==> config.mk <==
export PLATFORM = sky130hd
export DESIGN_NAME = ldm_stm_sequencer
export DESIGN_NICKNAME = d
export VERILOG_FILES = /design/src/rtl/arm_core_pkg.sv /design/src/rtl/ldm_stm_sequencer_lsb_index16.sv /design/src/rtl/ldm_stm_sequencer.sv
export SDC_FILE = /design/constraint.sdc
export NUM_CORES = 1
export LEC_CHECK = 0
export BUFFER_PORTS_ARGS = -buffer_cell sky130_fd_sc_hd__buf_2
export CORE_MARGIN = 2
export CORE_UTILIZATION = 50
export CTS_CLUSTER_SIZE = 25
export DETAILED_ROUTE_END_ITERATION = 6
export PLACE_DENSITY = 0.8
export SETUP_SLACK_MARGIN = 0.02
export SYNTH_ARGS = -nofsm -noshare
export SYNTH_HDL_FRONTEND = slang
export SYNTH_SLANG_ARGS = --single-unit
==> constraint.sdc <==
create_clock -name clk -period 7.4 [get_ports clk]
set_clock_uncertainty 0.2 [all_clocks]
set_input_delay 0.37 -clock clk [delete_from_list [all_inputs] [get_ports clk]]
set_output_delay 0.37 -clock clk [all_outputs]
set_load 0.05 [all_outputs]
==> src/rtl/arm_core_pkg.sv <==
// Shared types and constants for the core's load/store multiple path.
package arm_core_pkg;

    typedef enum logic [1:0] {
        S_IDLE = 2'd0,
        S_XFER = 2'd1,
        S_WB   = 2'd2,
        S_DONE = 2'd3
    } seq_state_t;

    localparam int unsigned WORD_BYTES    = 4;
    localparam logic [3:0]  AHB_SIZE_WORD = 4'h2;

    // Register ids are 5 bits wide to match the decoder's rd_id/rd2_id.
    localparam int unsigned REG_ID_W = 5;
    typedef logic [REG_ID_W-1:0] reg_id_t;

endpackage

==> src/rtl/ldm_stm_sequencer_lsb_index16.sv <==
// Lowest-set-bit priority encoder over a 16-bit register list.
module lsb_index16 (
    input  logic [15:0] vec_i,
    output logic [3:0]  index_o,
    output logic        valid_o
);

    // Scan from the top down so the lowest set bit is the last one written.
    always_comb begin
        index_o = '0;
        valid_o = |vec_i;
        for (int unsigned i = 0; i < 16; i++) begin
            if (vec_i[15 - i]) begin
                index_o = 4'(15 - i);
            end
        end
    end

endmodule

==> src/rtl/ldm_stm_sequencer.sv <==
// LDM/STM block-transfer sequencer: one word beat per listed register,
// ascending order, followed by optional base writeback.
module ldm_stm_sequencer
    import arm_core_pkg::*;
#(
    parameter int unsigned ADDR_W     = 32,
    parameter int unsigned WORD_BYTES = arm_core_pkg::WORD_BYTES
) (
    input  logic              clk,
    input  logic              rst_n,
    input  logic              start,
    input  logic [15:0]       reg_list,
    input  logic [3:0]        rn,
    input  logic [ADDR_W-1:0] base,
    input  logic              p,
    input  logic              u,
    input  logic              w,
    input  logic              l,
    input  logic              AHB_ready,
    input  logic              AHB_error,
    input  logic [ADDR_W-1:0] AHB_rdata,
    output logic [ADDR_W-1:0] AHB_addr,
    output logic [4:0]        AHB_wdata_id,
    output logic              AHB_rd_en,
    output logic              AHB_wr_en,
    output logic [3:0]        AHB_size,
    output logic              rd_en,
    output logic [4:0]        rd_id,
    output logic [ADDR_W-1:0] rd_data,
    output logic              busy,
    output logic              done,
    output logic              abort
);

    seq_state_t        state_q;
    logic [15:0]       rem_q;
    logic [ADDR_W-1:0] addr_q;
    logic [ADDR_W-1:0] wb_val_q;
    logic [3:0]        rn_q;
    logic [3:0]        cur_q;
    logic              l_q;
    logic              wb_en_q;
    logic              rd_req_q;
    logic              wr_req_q;
    logic [3:0]        size_q;
    logic              busy_q;
    logic              done_q;
    logic              abort_q;

    logic [4:0]        n_d;
    logic [ADDR_W-1:0] stride_d;
    logic [ADDR_W-1:0] span_d;
    logic [ADDR_W-1:0] start_addr_d;
    logic [ADDR_W-1:0] wb_val_d;
    logic [15:0]       rem_d;
    logic [15:0]       enc_in_d;
    logic [3:0]        enc_idx;
    logic              enc_vld;
    logic              beat_ok_d;

    // Command decode: popcount, start address and writeback value.
    always_comb begin
        n_d = '0;
        for (int unsigned i = 0; i < 16; i++) begin
            n_d = n_d + 5'(reg_list[i]);
        end
        stride_d = ADDR_W'(WORD_BYTES);
        span_d   = ADDR_W'(n_d) * stride_d;
        case ({p, u})
            2'b01:   start_addr_d = base;
            2'b11:   start_addr_d = base + stride_d;
            2'b00:   start_addr_d = base - span_d + stride_d;
            default: start_addr_d = base - span_d;
        endcase
        wb_val_d = u ? (base + span_d) : (base - span_d);
    end

    // The single encoder picks the first beat in IDLE and the next beat while
    // a beat is being accepted, so the following beat registers with no bubble.
    always_comb begin
        beat_ok_d = (state_q == S_XFER) && AHB_ready && !AHB_error;
        rem_d     = rem_q & ~(16'd1 << cur_q);
        enc_in_d  = (state_q == S_IDLE) ? reg_list : rem_d;
    end

    lsb_index16 u_lsb (
        .vec_i   (enc_in_d),
        .index_o (enc_idx),
        .valid_o (enc_vld)
    );

    // Sequencer FSM with registered bus and status outputs.
    always_ff @(posedge clk or negedge rst_n) begin
        if (!rst_n) begin
            state_q  <= S_IDLE;
            rem_q    <= '0;
            addr_q   <= '0;
            wb_val_q <= '0;
            rn_q     <= '0;
            cur_q    <= '0;
            l_q      <= 1'b0;
            wb_en_q  <= 1'b0;
            rd_req_q <= 1'b0;
            wr_req_q <= 1'b0;
            size_q   <= '0;
            busy_q   <= 1'b0;
            done_q   <= 1'b0;
            abort_q  <= 1'b0;
        end else begin
            case (state_q)
                S_IDLE: begin
                    if (start) begin
                        rem_q    <= reg_list;
                        rn_q     <= rn;
                        l_q      <= l;
                        wb_val_q <= wb_val_d;
                        wb_en_q  <= w && !(l && reg_list[rn]);
                        if (n_d != '0) begin
                            state_q  <= S_XFER;
                            addr_q   <= start_addr_d;
                            cur_q    <= enc_idx;
                            rd_req_q <= l;
                            wr_req_q <= !l;
                            size_q   <= AHB_SIZE_WORD;
                            busy_q   <= 1'b1;
                        end else begin
                            state_q <= S_DONE;
                            done_q  <= 1'b1;
                            abort_q <= 1'b0;
                        end
                    end
                end
                S_XFER: begin
                    if (AHB_error || (AHB_ready && !enc_vld)) begin
                        addr_q   <= '0;
                        cur_q    <= '0;
                        rd_req_q <= 1'b0;
                        wr_req_q <= 1'b0;
                        size_q   <= '0;
                        if (!AHB_error) begin
                            rem_q <= rem_d;
                        end
                        if (!AHB_error && wb_en_q) begin
                            state_q <= S_WB;
                        end else begin
                            state_q <= S_DONE;
                            busy_q  <= 1'b0;
                            done_q  <= 1'b1;
                            abort_q <= AHB_error;
                        end
                    end else if (AHB_ready) begin
                        rem_q  <= rem_d;
                        addr_q <= addr_q + stride_d;
                        cur_q  <= enc_idx;
                    end
                end
                S_WB: begin
                    state_q <= S_DONE;
                    busy_q  <= 1'b0;
                    done_q  <= 1'b1;
                    abort_q <= 1'b0;
                end
                default: begin
                    state_q <= S_IDLE;
                    done_q  <= 1'b0;
                    abort_q <= 1'b0;
                end
            endcase
        end
    end

    // Register-file write port: load data passes through in the accepting
    // cycle so the id always matches the beat on the bus.
    always_comb begin
        rd_en   = 1'b0;
        rd_id   = '0;
        rd_data = '0;
        if (beat_ok_d && l_q) begin
            rd_en   = 1'b1;
            rd_id   = reg_id_t'({1'b0, cur_q});
            rd_data = AHB_rdata;
        end else if (state_q == S_WB) begin
            rd_en   = 1'b1;
            rd_id   = reg_id_t'({1'b0, rn_q});
            rd_data = wb_val_q;
        end
    end

    assign AHB_addr     = addr_q;
    assign AHB_wdata_id = {1'b0, cur_q};
    assign AHB_rd_en    = rd_req_q;
    assign AHB_wr_en    = wr_req_q;
    assign AHB_size     = size_q;
    assign busy         = busy_q;
    assign done         = done_q;
    assign abort        = abort_q;

endmodule

# Word-level counts from Yosys, hierarchy flattened
# Index checks and enable logic that the tools add are counted.
[totals] reg_bits=101 input_bits=93 out_inout_bits=84 elab_cells=147
[op_classes] addsub=20 order_cmp=1 eq_ne=11 shift=1 muxes=73 bitwise_logic=2 n_reduce_logical=25
[op_table] operator="$mux W32" n=7
[op_table] operator="$mux W4" n=25
[op_table] operator="$add A32 B3 Y32 const B" n=3
[op_table] operator="$pmux W32 S3" n=1
[op_table] operator="$mux W16" n=5
[op_table] operator="$pmux W32 S2" n=1
[op_table] operator="$add A5 B1 Y5" n=11
[op_table] operator="$add A32 B7 Y32" n=1
[op_table] operator="$pmux W16 S2" n=1
[op_table] operator="$sub A32 B7 Y32" n=1
[op_table] operator="$mux W1" n=21
[op_table] operator="$and A16 B16 Y16" n=1
[op_table] operator="$not A16 Y16" n=1
[op_table] operator="$pmux W4 S2" n=2
[op_table] operator="$reduce_and A4 Y1" n=4
[op_table] operator="$reduce_or A16 Y1" n=1
[op_table] operator="$shl A1 B4 Y16 const A" n=1
[op_table] operator="$logic_and A1 B1 Y1" n=7
[op_table] operator="$mux W2" n=3
[op_table] operator="$ne A2 B2 Y1 const B" n=3
[op_table] operator="$pmux W1 S2" n=3
[op_table] operator="$pmux W1 S3" n=2
[op_table] operator="$pmux W2 S3" n=1
[op_table] operator="$add A4 B1 Y5" n=1
[op_table] operator="18 further kinds" n=26

# Longest topological paths before layout
# Gate-level depths: netlist of run 1.
[depth] depth_word=23 mapped_depth=25 depth_no_buf=23

# Cells and area by module
# Synthesis of run 1 repeated with hierarchy kept, for this count alone.
[unflattened] hier_cells=1362 area_unflattened_um2=9833.2
[by_module_without_submodules] mod="ldm_stm_sequencer" n_inst=1 cells_each=1328 area_per_inst_um2=9656.8 seq_area_each_um2=2452.4
[by_module_without_submodules] mod="lsb_index16" n_inst=1 cells_each=34 area_per_inst_um2=176.4 seq_area_each_um2=0.0

# Least setup slack after synthesis of run 1
# No wires, ideal clock.
[synth_timing] path_kind="input port to flip-flop" from="input port reg_list[5]" to="register addr_q[31] (netlist: AHB_addr[31])" setup_time_ps=87 arrival_time_ps=6133 required_ps=7113 setup_slack_ps=981 cell_stages=22 n_path_buf=2 cell_sequence="inv_1 -> fa_1 -> fa_1 -> fa_1 -> fa_1 -> inv_1 -> ha_1 -> a21o_1 -> a21oi_1 -> xnor2_1 -> ha_1 -> buf_4 -> nor2b_1 -> a211oi_2 -> buf_2 -> o21ai_0 -> a222oi_1 -> nand2_1 -> nor4b_4 -> nand4_1 -> xnor2_1 -> o211ai_1"
[synth_between] elab_chain_len=17 elab_cells_between_ends=27 cone_classes="add/sub (13); eq/ne (2); mux (6); reduce/logical (6)"
[synth_lines] element="start: declaration" line="ldm_stm_sequencer.sv:12" source="input logic [15:0] reg_list,"
[synth_lines] element="$add A5 B1 Y5 (11 in series)" line="ldm_stm_sequencer.sv:65" source="n_d = n_d + 5'(reg_list[i]);"
[synth_lines] element="$sub A32 B7 Y32" line="ldm_stm_sequencer.sv:72, ldm_stm_sequencer.sv:73"
[synth_lines] element="$add A32 B3 Y32" line="ldm_stm_sequencer.sv:72" source="2'b00: start_addr_d = base - span_d + stride_d;"
[synth_lines] element="$pmux W32 S3" line="ldm_stm_sequencer.sv:69" source="case ({p, u})"
[synth_lines] element="$mux W32" line="ldm_stm_sequencer.sv:118" source="if (n_d != '0) begin"
[synth_lines] element="$mux W32" line="ldm_stm_sequencer.sv:112" source="if (start) begin"
[synth_lines] element="$pmux W32 S2" line="ldm_stm_sequencer.sv:110" source="case (state_q)"
[synth_lines] element="end signal: assignment" line="ldm_stm_sequencer.sv:120" source="addr_q <= start_addr_d;"
[synth_lines] element="end signal: assignment" line="ldm_stm_sequencer.sv:153" source="addr_q <= addr_q + stride_d;"
[synth_lines] element="end: declaration" line="ldm_stm_sequencer.sv:37" source="logic [ADDR_W-1:0] addr_q;"
# Parallel ways exist; a longest one is shown, timed or not. The select of a mux whose other input is x is not followed.
# A chain may end at the register's enable or synchronous reset.

# Worst setup path after layout of run 1
[layout_timing] from="input port reg_list[5]" to="register addr_q[30] (netlist: AHB_addr[30])"
# The elaborated chain is that of the path after synthesis.

==> results summary, run 1 <==
The full die area came out at between 20000 and 25000 µm². The final-report max-slew violation count is 0. The estimated wirelength of the detail-placed design is 24900 µm. After detailed routing, the average wire length per cell comes to roughly 19 µm.

The number of enable-type register cells in the synthesized netlist came out at 0. The register clock-pin slew on the reported worst setup and hold paths is 0.08 ns. The worst setup path is captured at a register.

In the final layout, the share of cells above drive strength 1 is 0.169. The residual antenna-violating net count after detailed routing came out at 0. For this configuration, the core starts out at a cell density of 0.513. The clock tree from TritonCTS is built. The critical path in this run is classified as in2reg. The sum of negative setup slack is 0 ns. The synthesized cell area is about 10000 µm².

The largest net degree at the start of global routing came out at 74. The min-delay analysis places its worst path in the category in2reg. The wire length of the first global-routing pass came out at 53200 µm. The top-level port count came out at ~180. In this design, the largest share of critical-path delay is due to adder cells. The net count of the finished layout is 1605. The worst-case IR drop observed on VDD is 0.228 mV. The flow ran to the end, and the final reports show no timing, DRC or antenna violations. Of the available clock period, the critical path in the final layout requires 0.924. The root buffer cell is sky130_fd_sc_hd__clkbuf_16. The post-route DRC violation count is 0.

The antenna diode instance count came out at 0. Walking the worst path, the cells encountered are buf_2 -> inv_1 -> fa_1 -> fa_1 -> fa_1 -> fa_1 -> inv_1 -> ha_1 -> inv_1 -> fa_1 -> xor2_1 -> inv_1 -> ha_1 -> and2b_1 -> a2111oi_4 -> o21a_1 -> o22ai_1 -> or4b_1 -> nor4_2 -> a31oi_1 -> o31a_1 -> o21ai_1. For this block, the routed nets add up to 33100 µm of wire. The shortest period the worst path allows came out at just under 7 ns. The tightest slew margin relative to the limit came out at 0.243. The deepest clock path buffer count came out at 2. The maximum fanout encountered on the critical timing path came out at 10. The cell count after placement is ~1700. The largest individual stage delay along the critical path comes from the cell sky130_fd_sc_hd__or4b_1.

The number of iterations in the first detailed-routing pass is 6. The via count of the first global-routing pass is just over 10000. The floorplan has 51 rows. The data required time of the critical path came out at between 7 and 8 ns. The count of unique library cells instantiated by Yosys is 85.

The total congestion overflow after global routing came out at 0. After synthesis the netlist holds a flip-flop and latch count of 98. The buffers plus inverters on the worst setup path is 5. The total number of vias is ~11000.

The setup-violating endpoint count in the final report came out at 0. In the global route stage, overall resource usage came out at 0.305. The count of endpoints failing hold in the final timing report is 0. The slew at the pin closest to its max-slew limit came out at 1.13 ns. The number of buffers created by CTS is 9. The weighted congestion reported at the end of routability-driven placement came out at approximately 0.94. The average size of a mapped cell came out at about 7.3 µm². The number of synthesis warnings is 0.

The number of instances in the synthesized netlist is around 1400. For this run, the number of standard cells in the final layout without fillers is 1745. The H-tree level count came out at 3. The clock net sink count came out at 98. The core outline area came out at roughly 20000 µm². The initial antenna violation count is 0. The leakage dissipation came out at approximately 4.8 nW. The power per cell area came out at about 400 nW/µm².

The synthesis-to-layout area growth came out at 12.5%. The count of routing violations after the opening detailed-route iteration is between 900 and 1000. The worst setup path is launched from an input pin. Setup repair after global routing left no endpoint under its margin. The fraction of registers with async set/reset came out at 1.00.

Among the stages of the critical path, the cell type that occurs most often is sky130_fd_sc_hd__fa_1. Buffers placed on the I/O ports in this run total approximately 170. The die outline height came out at between 100 and 150 µm.

The largest single stage delay on the critical path is between 0.7 and 0.8 ns. The highest attainable clock frequency is 0.146 GHz. The number of maximum-capacitance violations is 0. Among all flip-flop cells after synthesis, the most frequent one is sky130_fd_sc_hd__dfrtp_1.

For this run, the register share of the synthesized area comes to 0.244. The arrival time of data at the critical path endpoint is 6.93 ns. The detailed-route vias per instance came out at ~6.3. The horizontal die dimension came out at between 100 and 150 µm.

The worst-skew pair later-pin latency came out at 0.37 ns.
placed cells by master, fill, tap and decap left out, types with 14 or more instances in the layout:
cell | Yosys | routed
sky130_fd_sc_hd__a21o_1 | 23 | 23
sky130_fd_sc_hd__a21oi_1 | 78 | 78
sky130_fd_sc_hd__a22o_1 | 22 | 22
sky130_fd_sc_hd__a31oi_1 | 20 | 20
sky130_fd_sc_hd__buf_2 | 8 | 170
sky130_fd_sc_hd__buf_4 | 6 | 26
sky130_fd_sc_hd__dfrtp_1 | 98 | 98
sky130_fd_sc_hd__ha_1 | 25 | 25
sky130_fd_sc_hd__inv_1 | 61 | 61
sky130_fd_sc_hd__nand2_1 | 224 | 223
sky130_fd_sc_hd__nand2b_1 | 14 | 14
sky130_fd_sc_hd__nand3_1 | 46 | 46
sky130_fd_sc_hd__nand4_1 | 24 | 24
sky130_fd_sc_hd__nor2_1 | 89 | 89
sky130_fd_sc_hd__nor2b_1 | 15 | 15
sky130_fd_sc_hd__nor3_1 | 44 | 44
sky130_fd_sc_hd__nor4_1 | 18 | 18
sky130_fd_sc_hd__o21ai_0 | 140 | 140
sky130_fd_sc_hd__o22ai_1 | 14 | 14
sky130_fd_sc_hd__xnor2_1 | 49 | 49
sky130_fd_sc_hd__xor2_1 | 26 | 26
power by group:
part           switching [W]  internal (W)  leakage (nW)
clock network       0.000245      0.000235         0.139
registers           0.000257      0.000780          1.23
logic                0.00204      0.000966          3.41
total                0.00254       0.00198          4.78
per-layer routing:
metal / share of wire / wire [µm] / vias to the layer above / track usage
li1: - / - / 5146 / -
met1: 0.40 / 13100 / 5175 / 0.378
met2: 0.48 / 16000 / 566 / 0.516
met3: 0.080 / 2640 / 114 / 0.0583
met4: 0.042 / 1380 / 0 / 0.136
met5: 0 / 0 / - / 0
synth_stat cells (12+ instances only):
cell type / instances / area, µm²
sky130_fd_sc_hd__nand2_1: 224 / 841
sky130_fd_sc_hd__o21ai_0: 140 / 701
sky130_fd_sc_hd__dfrtp_1: 98 / 2450
sky130_fd_sc_hd__nor2_1: 89 / 334
sky130_fd_sc_hd__clkbuf_1: 82 / 308
sky130_fd_sc_hd__a21oi_1: 78 / 390
sky130_fd_sc_hd__inv_1: 61 / 229
sky130_fd_sc_hd__xnor2_1: 49 / 429
sky130_fd_sc_hd__nand3_1: 46 / 230
sky130_fd_sc_hd__nor3_1: 44 / 220
sky130_fd_sc_hd__xor2_1: 26 / 228
sky130_fd_sc_hd__ha_1: 25 / 313
sky130_fd_sc_hd__nand4_1: 24 / 150
sky130_fd_sc_hd__a21o_1: 23 / 173
sky130_fd_sc_hd__a22o_1: 22 / 193
sky130_fd_sc_hd__a31oi_1: 20 / 125
sky130_fd_sc_hd__nor4_1: 18 / 113
sky130_fd_sc_hd__nor2b_1: 15 / 93.8
sky130_fd_sc_hd__and3_1: 14 / 87.6
sky130_fd_sc_hd__nand2b_1: 14 / 87.6
sky130_fd_sc_hd__o22ai_1: 14 / 87.6
sky130_fd_sc_hd__mux2i_1: 13 / 130
sky130_fd_sc_hd__fa_1: 12 / 240
sky130_fd_sc_hd__or3_1: 12 / 75.1
repair_timing:
item / CTS / global route
resized for setup: 0 / 0
hold buffers: 1 / 0
setup buffers: 0 / 0
endpoints found under the hold margin: 28 / 0
registers in the layout, indices dropped and copies added, names as in the netlist, 2 cells and up:
signal / flops
cur_q: 4
wb_val_q: 32
state_q: 2
rn_q: 4
rem_q: 16
AHB_addr: 32
final timing paths:
| kind | startpoint | end | slack [ns] | depth (start not counted) |
|---|---|---|---|---|
| hold / removal | base[0] | AHB_addr[0] | 0.05 | 2 |
| setup / recovery | reg_list[5] | AHB_addr[30] | 0.57 | 22 |
| hold reg to reg | wb_val_q[11] | wb_val_q[11] | 0.28 | 2 |
| setup reg to reg | cur_q[3] | AHB_addr[13] | 2.67 | 9 |
| min in group asynchronous | rst_n | wb_val_q[7] | 0.27 | 2 |
| max in group asynchronous | rst_n | AHB_addr[12] | 5.44 | 3 |
stage by stage:
step | hold slack, ns | power (W) | instance area, µm² | setup WS (ns) | util
after CTS | 0.0421 | 0.00449 | 11300 | 0.609 | 0.576
after global placement | 0.116 | 0.00394 | 11000 | 0.447 | 0.561
after global routing | 0.0493 | 0.00482 | 11300 | 0.114 | 0.576
final | 0.0453 | 0.00452 | 11300 | 0.565 | 0.576
after floorplan | -0.126 | 0.00323 | 10100 | 0.981 | -
after detailed placement | 0.121 | 0.00400 | 11000 | 0.246 | 0.561
cell type report:
class | instances | area [µm²]
flip-flops and latches | 98 | 2450
multi-input cells | 1108 | 6940
well taps | 265 | 332
fillers | 1882 | 8300
clock inverters | 7 | 58.8
clock buffers | 9 | 225
repair buffers | 197 | 1060
inverters | 61 | 229
cells by family (layout without fill, tap and decap cells):
| family | count (synthesis) | after routing | synth area share |
|---|---|---|---|
| mux | 27 | 27 | 0.0343 |
| other cells | 1 | 5 | 0.000373 |
| buf+inv | 166 | 274 | 0.0668 |
| xor+xnor | 75 | 75 | 0.0654 |
| compound gates | 414 | 414 | 0.264 |
| flops | 98 | 98 | 0.244 |
| fa+ha+maj | 37 | 37 | 0.0551 |
| simple gates | 550 | 550 | 0.270 |
Note: power is estimated with default switching activity, not from simulation.
==> inputs of run 2 (changes only) <==
==> constraint.sdc (replaced) <==
create_clock -name clk -period 8.7 [get_ports clk]
set_clock_uncertainty 0.2 [all_clocks]
set_input_delay 0.435 -clock clk [delete_from_list [all_inputs] [get_ports clk]]
set_output_delay 0.435 -clock clk [all_outputs]
set_load 0.05 [all_outputs]
==> run 2 against run 1 <==
Die area unchanged. Non-clock buffer count down 11. Highest routed layer unchanged. Largest power group unchanged. Register-to-register slack improved by 1.4 ns. Flip-flop and latch count unchanged.
==> results summary, run 2 (synthesized netlist as in run 1, its figures left out) <==
The post-route fraction of the period consumed by the critical path came out at 0.836. The startpoint of the most critical setup path is reg_list[5] (unchanged). The area after detailed placement is 10900 µm² (was 11000 µm²). The cell count after placement came out at 1717 (was 1728). The clock tree from TritonCTS is built (unchanged). The layout cell share with drive strength beyond 1 came to 0.163 (was 0.169).

The initial antenna violation count came out at 1 (was 0). The class of the tightest hold or removal check is in2reg (unchanged). The number of buffers created by CTS came out at 9 (unchanged). The peak ir drop on the vdd network was 0.216 mV (was 0.228 mV). The detailed-route vias per instance is 6.30 (about the same). The core outline area is 19600 µm² (unchanged).

The summed area of non-filler cells in the final layout is 11200 µm² (was 11300 µm²). The multi-input logic area came out at 6940 µm² (unchanged). The type of origin of the critical path is an input pin (unchanged). The top-level port count is 177 (unchanged).

The horizontal die dimension was 146 µm (unchanged). Status: finished, final reports clean (unchanged). The number of iterations in the first detailed-routing pass came out at 5 (was 6). The count of routing violations after the opening detailed-route iteration was 1019 (was 960).

The largest net degree at the start of global routing came out at 74 (unchanged). The weighted congestion reported at the end of routability-driven placement came out at 0.949 (was 0.935). The count of endpoints failing hold in the final timing report came out at 0 (unchanged). The average detailed-routed wire length per instance came out at 18.9 µm (was 19.0 µm). The deepest clock path buffer count was 2 (unchanged).

The tightest slew margin relative to the limit is 0.196 (was 0.243). The via count of the first global-routing pass is 10265 (was 10365). The starting utilization of the core area came to 0.513 (unchanged). The die outline height came out at 146 µm (unchanged).

The setup fix buffers added after clock tree synthesis was 0 (unchanged). The wire length of the first global-routing pass came out at 53500 µm (was 53200 µm). The slew at the pin closest to its max-slew limit came out at 1.20 ns (was 1.13 ns). The critical path capture point type is a register (unchanged). The number of nets in the layout is 1594 (was 1605). The area used by sequential logic in the layout is 2450 µm² (unchanged). The total power is 0.00386 W (was 0.00452 W). The residual antenna-violating net count after detailed routing is 0 (unchanged). The combined global-route utilization of all metal layers is 0.308 (was 0.305). The total number of vias is 10932 (was 11001).

The full die area came to 21200 µm² (unchanged). The data required time of the critical path is 8.78 ns (was 7.50 ns). The power per cell area came out at 343 nW/µm² (was 400 nW/µm²). The setup-violating endpoint count in the final report was 0 (unchanged). The most common cell after layout, fill and taps aside is sky130_fd_sc_hd__nand2_1 (unchanged).

The antenna diode instance count was 0 (unchanged). The total wire length after detailed routing is 32900 µm (was 33100 µm). The startpoint of the worst hold path is l (was base[0]). The maximum fanout encountered on the critical timing path came out at 16 (was 10).

The total congestion overflow after global routing is 0 (unchanged). The site row count is 51 (unchanged). The H-tree level count is 3 (unchanged). The clock net sink count came out at 98 (unchanged). The root buffer cell was sky130_fd_sc_hd__clkbuf_16 (unchanged). The number of maximum-capacitance violations is 0 (unchanged). The worst-skew pair later-pin latency came to 0.37 ns (about the same).

The worst setup path category was in2reg (unchanged). Commonest non-fill, non-tap cells in the layout: sky130_fd_sc_hd__nand2_1, sky130_fd_sc_hd__buf_2, sky130_fd_sc_hd__o21ai_0 (unchanged). The highest attainable clock frequency came out at 0.138 GHz. The synthesis-to-layout area growth came out at 12.0% (was 12.5%).

The estimated wirelength of the detail-placed design was 24700 µm (was 24900 µm). The final-report max-slew violation count came out at 0 (unchanged). The register clock-pin slew on the reported worst setup and hold paths came out at 0.08 ns (about the same). The final cell count without fillers came out at 1734 (was 1745). Unrepaired setup endpoints after global routing: false (unchanged). The arrival time of data at the critical path endpoint came out at 7.35 ns (was 6.93 ns).

The number of buffers inserted by port buffering is 171 (unchanged). The startpoint of the worst register-to-register path was cur_q[0] (was cur_q[3]). The shortest period the worst path allows came out at 7.27 ns. The leakage dissipation came out at 4.74 nW (was 4.78 nW). The post-route DRC violation count came out at 0 (unchanged). The sum of negative setup slack came out at 0 ns (unchanged).

The number of fillers in the final layout came to 1861 (was 1882).
## run 2: cell count changes in the layout (fill, tap and decap cells not counted)
| cell | before | now |
|---|---|---|
| sky130_fd_sc_hd__buf_4 | 26 | 15 |
| sky130_fd_sc_hd__bufinv_16 | 0 | 1 |
| sky130_fd_sc_hd__clkinv_2 | 1 | 0 |
| sky130_fd_sc_hd__clkinv_4 | 1 | 0 |
| sky130_fd_sc_hd__clkinv_8 | 0 | 1 |
| sky130_fd_sc_hd__inv_6 | 3 | 2 |
| sky130_fd_sc_hd__inv_8 | 1 | 2 |
## run 2: worst max-delay path: stages
cell and delay (ns):
sky130_fd_sc_hd__buf_2 0.10, sky130_fd_sc_hd__inv_1 0.10, sky130_fd_sc_hd__fa_1 0.59, sky130_fd_sc_hd__fa_1 0.46, sky130_fd_sc_hd__fa_1 0.54, sky130_fd_sc_hd__fa_1 0.42
sky130_fd_sc_hd__inv_1 0.07, sky130_fd_sc_hd__ha_1 0.16, sky130_fd_sc_hd__inv_1 0.05, sky130_fd_sc_hd__fa_1 0.40, sky130_fd_sc_hd__xor2_1 0.28, sky130_fd_sc_hd__inv_1 0.09
sky130_fd_sc_hd__ha_1 0.38, sky130_fd_sc_hd__nand2b_1 0.24, sky130_fd_sc_hd__a211oi_2 0.81, sky130_fd_sc_hd__o21ai_0 0.27, sky130_fd_sc_hd__a222oi_1 0.69, sky130_fd_sc_hd__nand2_1 0.23
sky130_fd_sc_hd__nor4b_4 0.50, sky130_fd_sc_hd__nand4_1 0.19, sky130_fd_sc_hd__xnor2_1 0.16, sky130_fd_sc_hd__o211ai_1 0.18
## run 2: per-stage QoR
step,utilization,hold WS (ns),worst slack (ns)
after CTS,0.574,0.112,1.52
after global routing,0.574,0.116,0.823
final,0.574,0.118,1.43
after global placement,0.557,0.181,1.33
after floorplan,-,-0.0606,2.22
after detailed placement,0.557,0.188,1.13
## run 2: repair_timing
item,in CTS,in global routing
setup endpoints to repair,0,0
hold buffers,1,0
hold endpoints to repair,29,0
gates resized for setup,0,0
## run 2: layout make-up
cell class	instances	area share
timing repair buffer	186	0.0866
clock buffer	9	0.0200
tap	265	0.0295
inverter	61	0.0204
clock inverter	7	0.00834
sequential	98	0.218
multi-input combinational	1108	0.617
## run 2: path summary, 6_finish.rpt
check | to | slack, ns | cells after the start
setup / recovery | AHB_addr[31] | 1.43 | 22
hold / removal | AHB_wr_en | 0.12 | 2
setup reg to reg | AHB_addr[13] | 4.05 | 9
hold reg to reg | wb_val_q[8] | 0.28 | 2
max in group asynchronous | AHB_addr[22] | 6.72 | 3
min in group asynchronous | wb_val_q[0] | 0.34 | 2
## run 2: power breakdown
| group | leakage [nW] | switching, W | internal (W) |
|---|---|---|---|
| logic | 3.36 | 0.00173 | 0.000807 |
| clock network | 0.153 | 0.000206 | 0.000232 |
| registers | 1.23 | 0.000220 | 0.000664 |
| total | 4.74 | 0.00215 | 0.00170 |
## run 2: metal layers
layer  vias to the layer above  wire length, µm  GRT usage
met5                         -                0          0
met4                         0             1260      0.141
met3                        97             2450     0.0483
met2                       512            15900      0.523
met1                      5201            13200      0.387
li1                       5122                -          -
==> inputs of run 3 (changes only) <==
--- a/config.mk
+++ b/config.mk
@@ -10,7 +10,7 @@
 export CORE_UTILIZATION = 50
 export CTS_CLUSTER_SIZE = 25
 export DETAILED_ROUTE_END_ITERATION = 6
-export PLACE_DENSITY = 0.8
+export PLACE_DENSITY = 0.82
 export SETUP_SLACK_MARGIN = 0.02
 export SYNTH_ARGS = -nofsm -noshare
 export SYNTH_HDL_FRONTEND = slang
==> constraint.sdc (replaced) <==
create_clock -name clk -period 6 [get_ports clk]
set_clock_uncertainty 0.2 [all_clocks]
set_input_delay 0.3 -clock clk [delete_from_list [all_inputs] [get_ports clk]]
set_output_delay 0.3 -clock clk [all_outputs]
set_load 0.05 [all_outputs]
==> run 3 against run 2 <==
The flow now finishes with violations (setup timing). Core utilization up 6.3 points. Design area is 11% higher. Clock-buffer cell count did not move. Worst setup slack lost 1.4 ns. Critical path depth did not move. Non-clock buffer count is 112 higher. Critical path type unchanged. Critical endpoint is now AHB_addr[16].
==> results summary, run 3 (synthesized netlist as in run 1, its figures left out) <==
The estimated wirelength of the detail-placed design is 26300 µm (was 24700 µm). The reported net switching power came to 0.00338 W (was 0.00215 W). The peak ir drop on the vdd network was 0.285 mV (was 0.216 mV). The final-report max-slew violation count came to 0 (unchanged). The startpoint of the worst register-to-register path is cur_q[0] (unchanged).

The final reports fail on setup timing. The total number of vias came to 11595 (was 10932). The largest net degree at the start of global routing is 74 (unchanged). The endpoint of the most critical register-to-register path was AHB_addr[20] (was AHB_addr[13]). The power share of the combinational group came out at 0.695 (was 0.657). The number of maximum-capacitance violations was 0 (unchanged). The register clock-pin slew on the reported worst setup and hold paths came out at 0.08 ns (about the same). The clock tree from TritonCTS is built (unchanged). The total congestion overflow after global routing came out at 0 (unchanged). The horizontal die dimension is 146 µm (unchanged). The worst setup path category was in2reg (unchanged). The clock share of power came out at 0.099 (was 0.114). The number of buffers created by CTS came out at 9 (unchanged). The type of origin of the critical path is an input pin (unchanged). The setup-violating endpoint count in the final report came out at 2 (was 0). The number of iterations in the first detailed-routing pass is 6 (was 5). The class of the tightest hold or removal check is in2reg (unchanged).

The sequential fraction of design power was 0.206 (was 0.229). Status: finished, violations left (was finished, final reports clean). The wire length of the first global-routing pass is 56500 µm (was 53500 µm). The layout cell share with drive strength beyond 1 is 0.255 (was 0.163). The most common cell after layout, fill and taps aside is sky130_fd_sc_hd__nand2_1 (unchanged).

The total wire length after detailed routing was 35300 µm (was 32900 µm). The initial antenna violation count is 0 (was 1). The leakage dissipation is 5.39 nW (was 4.74 nW). The starting utilization of the core area is 0.513 (unchanged).

The shortest period the worst path allows is roughly 6 ns. The total length of routed met2 wires was 16900 µm (was 15900 µm). The count of routing violations after the opening detailed-route iteration came out at 1046 (was 1019).

The met1 wire length is 13900 µm (was 13200 µm). Commonest non-fill, non-tap cells in the layout: sky130_fd_sc_hd__nand2_1, sky130_fd_sc_hd__buf_2, sky130_fd_sc_hd__o21ai_0 (unchanged). The depth of the worst register-to-register path came out at 10 (was 9). The number of nets in the layout came out at 1707 (was 1594). The data required time of the critical path came out at 6.06 ns (was 8.78 ns). The summed area of non-filler cells in the final layout was 12500 µm² (was 11200 µm²). The reg-to-reg setup timing slack came out at 1.85 ns (was 4.05 ns).

The tightest slew margin relative to the limit is 0.159 (was 0.196). The worst min-delay path endpoint was rem_q[4] (was AHB_wr_en). The slew at the pin closest to its max-slew limit is 1.25 ns (was 1.20 ns). The count of cells along the worst hold path is 2 (unchanged). Unrepaired setup endpoints after global routing: true (was false). The H-tree level count came out at 3 (unchanged). The core outline area is 19600 µm² (unchanged). The startpoint of the worst hold path is reg_list[4] (was l). The full die area came out at 21200 µm² (unchanged). The antenna diode instance count is 0 (unchanged). The detailed-route vias per instance is 6.28 (was 6.30). The highest metal layer with signal wires is met4 (unchanged). The root buffer cell is sky130_fd_sc_hd__clkbuf_16 (unchanged).

The worst-skew pair later-pin latency is 0.38 ns (was 0.37 ns). The number of buffers inserted by port buffering came out at 171 (unchanged). The site row count came out at 51 (unchanged). The weighted congestion reported at the end of routability-driven placement came to 1.01 (was 0.949). The combined global-route utilization of all metal layers is 0.325 (was 0.308).

The post-layout worst setup margin is -0.0217 ns (was 1.43 ns). The post-layout utilization of the core came out at 0.637 (was 0.574). The post-route fraction of the period consumed by the critical path came out at 1.00. The die outline height was 146 µm (unchanged). The power per cell area came out at 501 nW/µm² (was 343 nW/µm²).

The synthesis-to-layout area growth is 24.3% (was 12.0%). The average detailed-routed wire length per instance is 19.1 µm (was 18.9 µm). The arrival time of data at the critical path endpoint came out at 6.08 ns (was 7.35 ns).

The switching portion of total power came out at 0.541 (was 0.559). The top-level port count is 177 (unchanged). The critical path capture point type was a register (unchanged).

The deepest clock path buffer count is 2 (unchanged). The clock net sink count came to 98 (unchanged). The count of endpoints failing hold in the final timing report was 0 (unchanged). Based on the critical path, the design can be clocked at up to 0.166 GHz. The area after detailed placement came out at 11800 µm² (was 10900 µm²). The met3 wire length came out at 2770 µm (was 2450 µm). The post-route DRC violation count came to 0 (unchanged).

The via count of the first global-routing pass is 11144 (was 10265). The maximum fanout encountered on the critical timing path is 7 (was 16). The internal power component came out at 0.00287 W (was 0.00170 W). The residual antenna-violating net count after detailed routing came to 0 (unchanged).
[run 3: changes by cell type in the layout (fill, tap and decap cells not counted), moves of 5 or more]
cell | previous run | this run
sky130_fd_sc_hd__buf_4 | 15 | 121
sky130_fd_sc_hd__inv_1 | 61 | 52
sky130_fd_sc_hd__inv_2 | 0 | 7
sky130_fd_sc_hd__dlygate4sd3_1 | 1 | 6
sky130_fd_sc_hd__ha_1 | 25 | 20
[run 3: how the worst max path moves through the flow]
stage | startpoint | end | cells past startpoint
final | reg_list[1] | AHB_addr[16] | 22
after global placement | reg_list[11] | AHB_addr[26] | 21
after global routing | reg_list[9] | AHB_addr[16] | 22
after detailed placement | reg_list[11] | AHB_addr[28] | 23
after floorplan | reg_list[5] | AHB_addr[31] | 22
after CTS | reg_list[11] | AHB_addr[16] | 22
[run 3: routing by layer]
metal / GRT usage / up-vias
met4: 0.161 / 0
met1: 0.399 / 5517
met3: 0.0527 / 127
li1: - / 5356
met5: 0 / -
met2: 0.552 / 595
[run 3: stage by stage]
| stage | std cells | hold slack (ns) | TNS, ns | power, W | setup slack (ns) |
|---|---|---|---|---|---|
| floorplan | 1372 | -0.196 | -0.326 | 0.00407 | -0.0754 |
| global placement | 1820 | 0.0605 | -5.53 | 0.00530 | -0.342 |
| detailed placement | 1820 | 0.0677 | -8.52 | 0.00539 | -0.470 |
| CTS | 1843 | 0.000860 | 0 | 0.00608 | 0.0219 |
| global route | 1847 | 0.00191 | -3.45 | 0.00666 | -0.229 |
| finish | 1847 | 0.00340 | -0.0229 | 0.00625 | -0.0217 |
[run 3: power by group through the flow]
stage	Sequential (W)	Clock (W)	Combinational [W]
after floorplan	0.00157	0	0.00250
after global routing	0.00132	0.000643	0.00470
after detailed placement	0.00128	0	0.00411
after global placement	0.00127	0	0.00403
after CTS	0.00127	0.000619	0.00419
final	0.00128	0.000619	0.00434
[run 3: layout make-up]
type / count / area [µm²]
clock inverter: 7 / 81.3
tap: 265 / 332
timing repair buffer: 298 / 1860
inverter: 61 / 234
fill: 1728 / 7110
multi-input combinational: 1109 / 7290
sequential: 98 / 2450
clock buffer: 9 / 225
[run 3: critical path, cell delays in order]
cell                        delay, ns
sky130_fd_sc_hd__buf_2           0.11
sky130_fd_sc_hd__inv_1           0.06
sky130_fd_sc_hd__fa_1            0.53
sky130_fd_sc_hd__fa_1            0.45
sky130_fd_sc_hd__fa_1            0.51
sky130_fd_sc_hd__fa_1            0.41
sky130_fd_sc_hd__inv_1           0.08
sky130_fd_sc_hd__ha_2            0.18
sky130_fd_sc_hd__inv_2           0.04
sky130_fd_sc_hd__fa_2            0.38
sky130_fd_sc_hd__xor2_4          0.19
sky130_fd_sc_hd__inv_2           0.07
sky130_fd_sc_hd__ha_4            0.22
sky130_fd_sc_hd__and2b_2         0.23
sky130_fd_sc_hd__a2111oi_4       0.52
sky130_fd_sc_hd__o21a_1          0.27
sky130_fd_sc_hd__o22ai_4         0.10
sky130_fd_sc_hd__or4b_4          0.63
sky130_fd_sc_hd__o211a_1         0.25
sky130_fd_sc_hd__a221o_1         0.31
sky130_fd_sc_hd__nor3_2          0.18
sky130_fd_sc_hd__nor3_1          0.07
[run 3: what timing repair did]
action                                 4_1_cts  5_1_grt
buffers inserted                             1        3
resized for setup                           16       45
gates cloned                                 0        1
pin swaps                                    0       19
setup endpoints to repair                   16       27
hold buffers                                 6        0
endpoints found under the hold margin       38        0
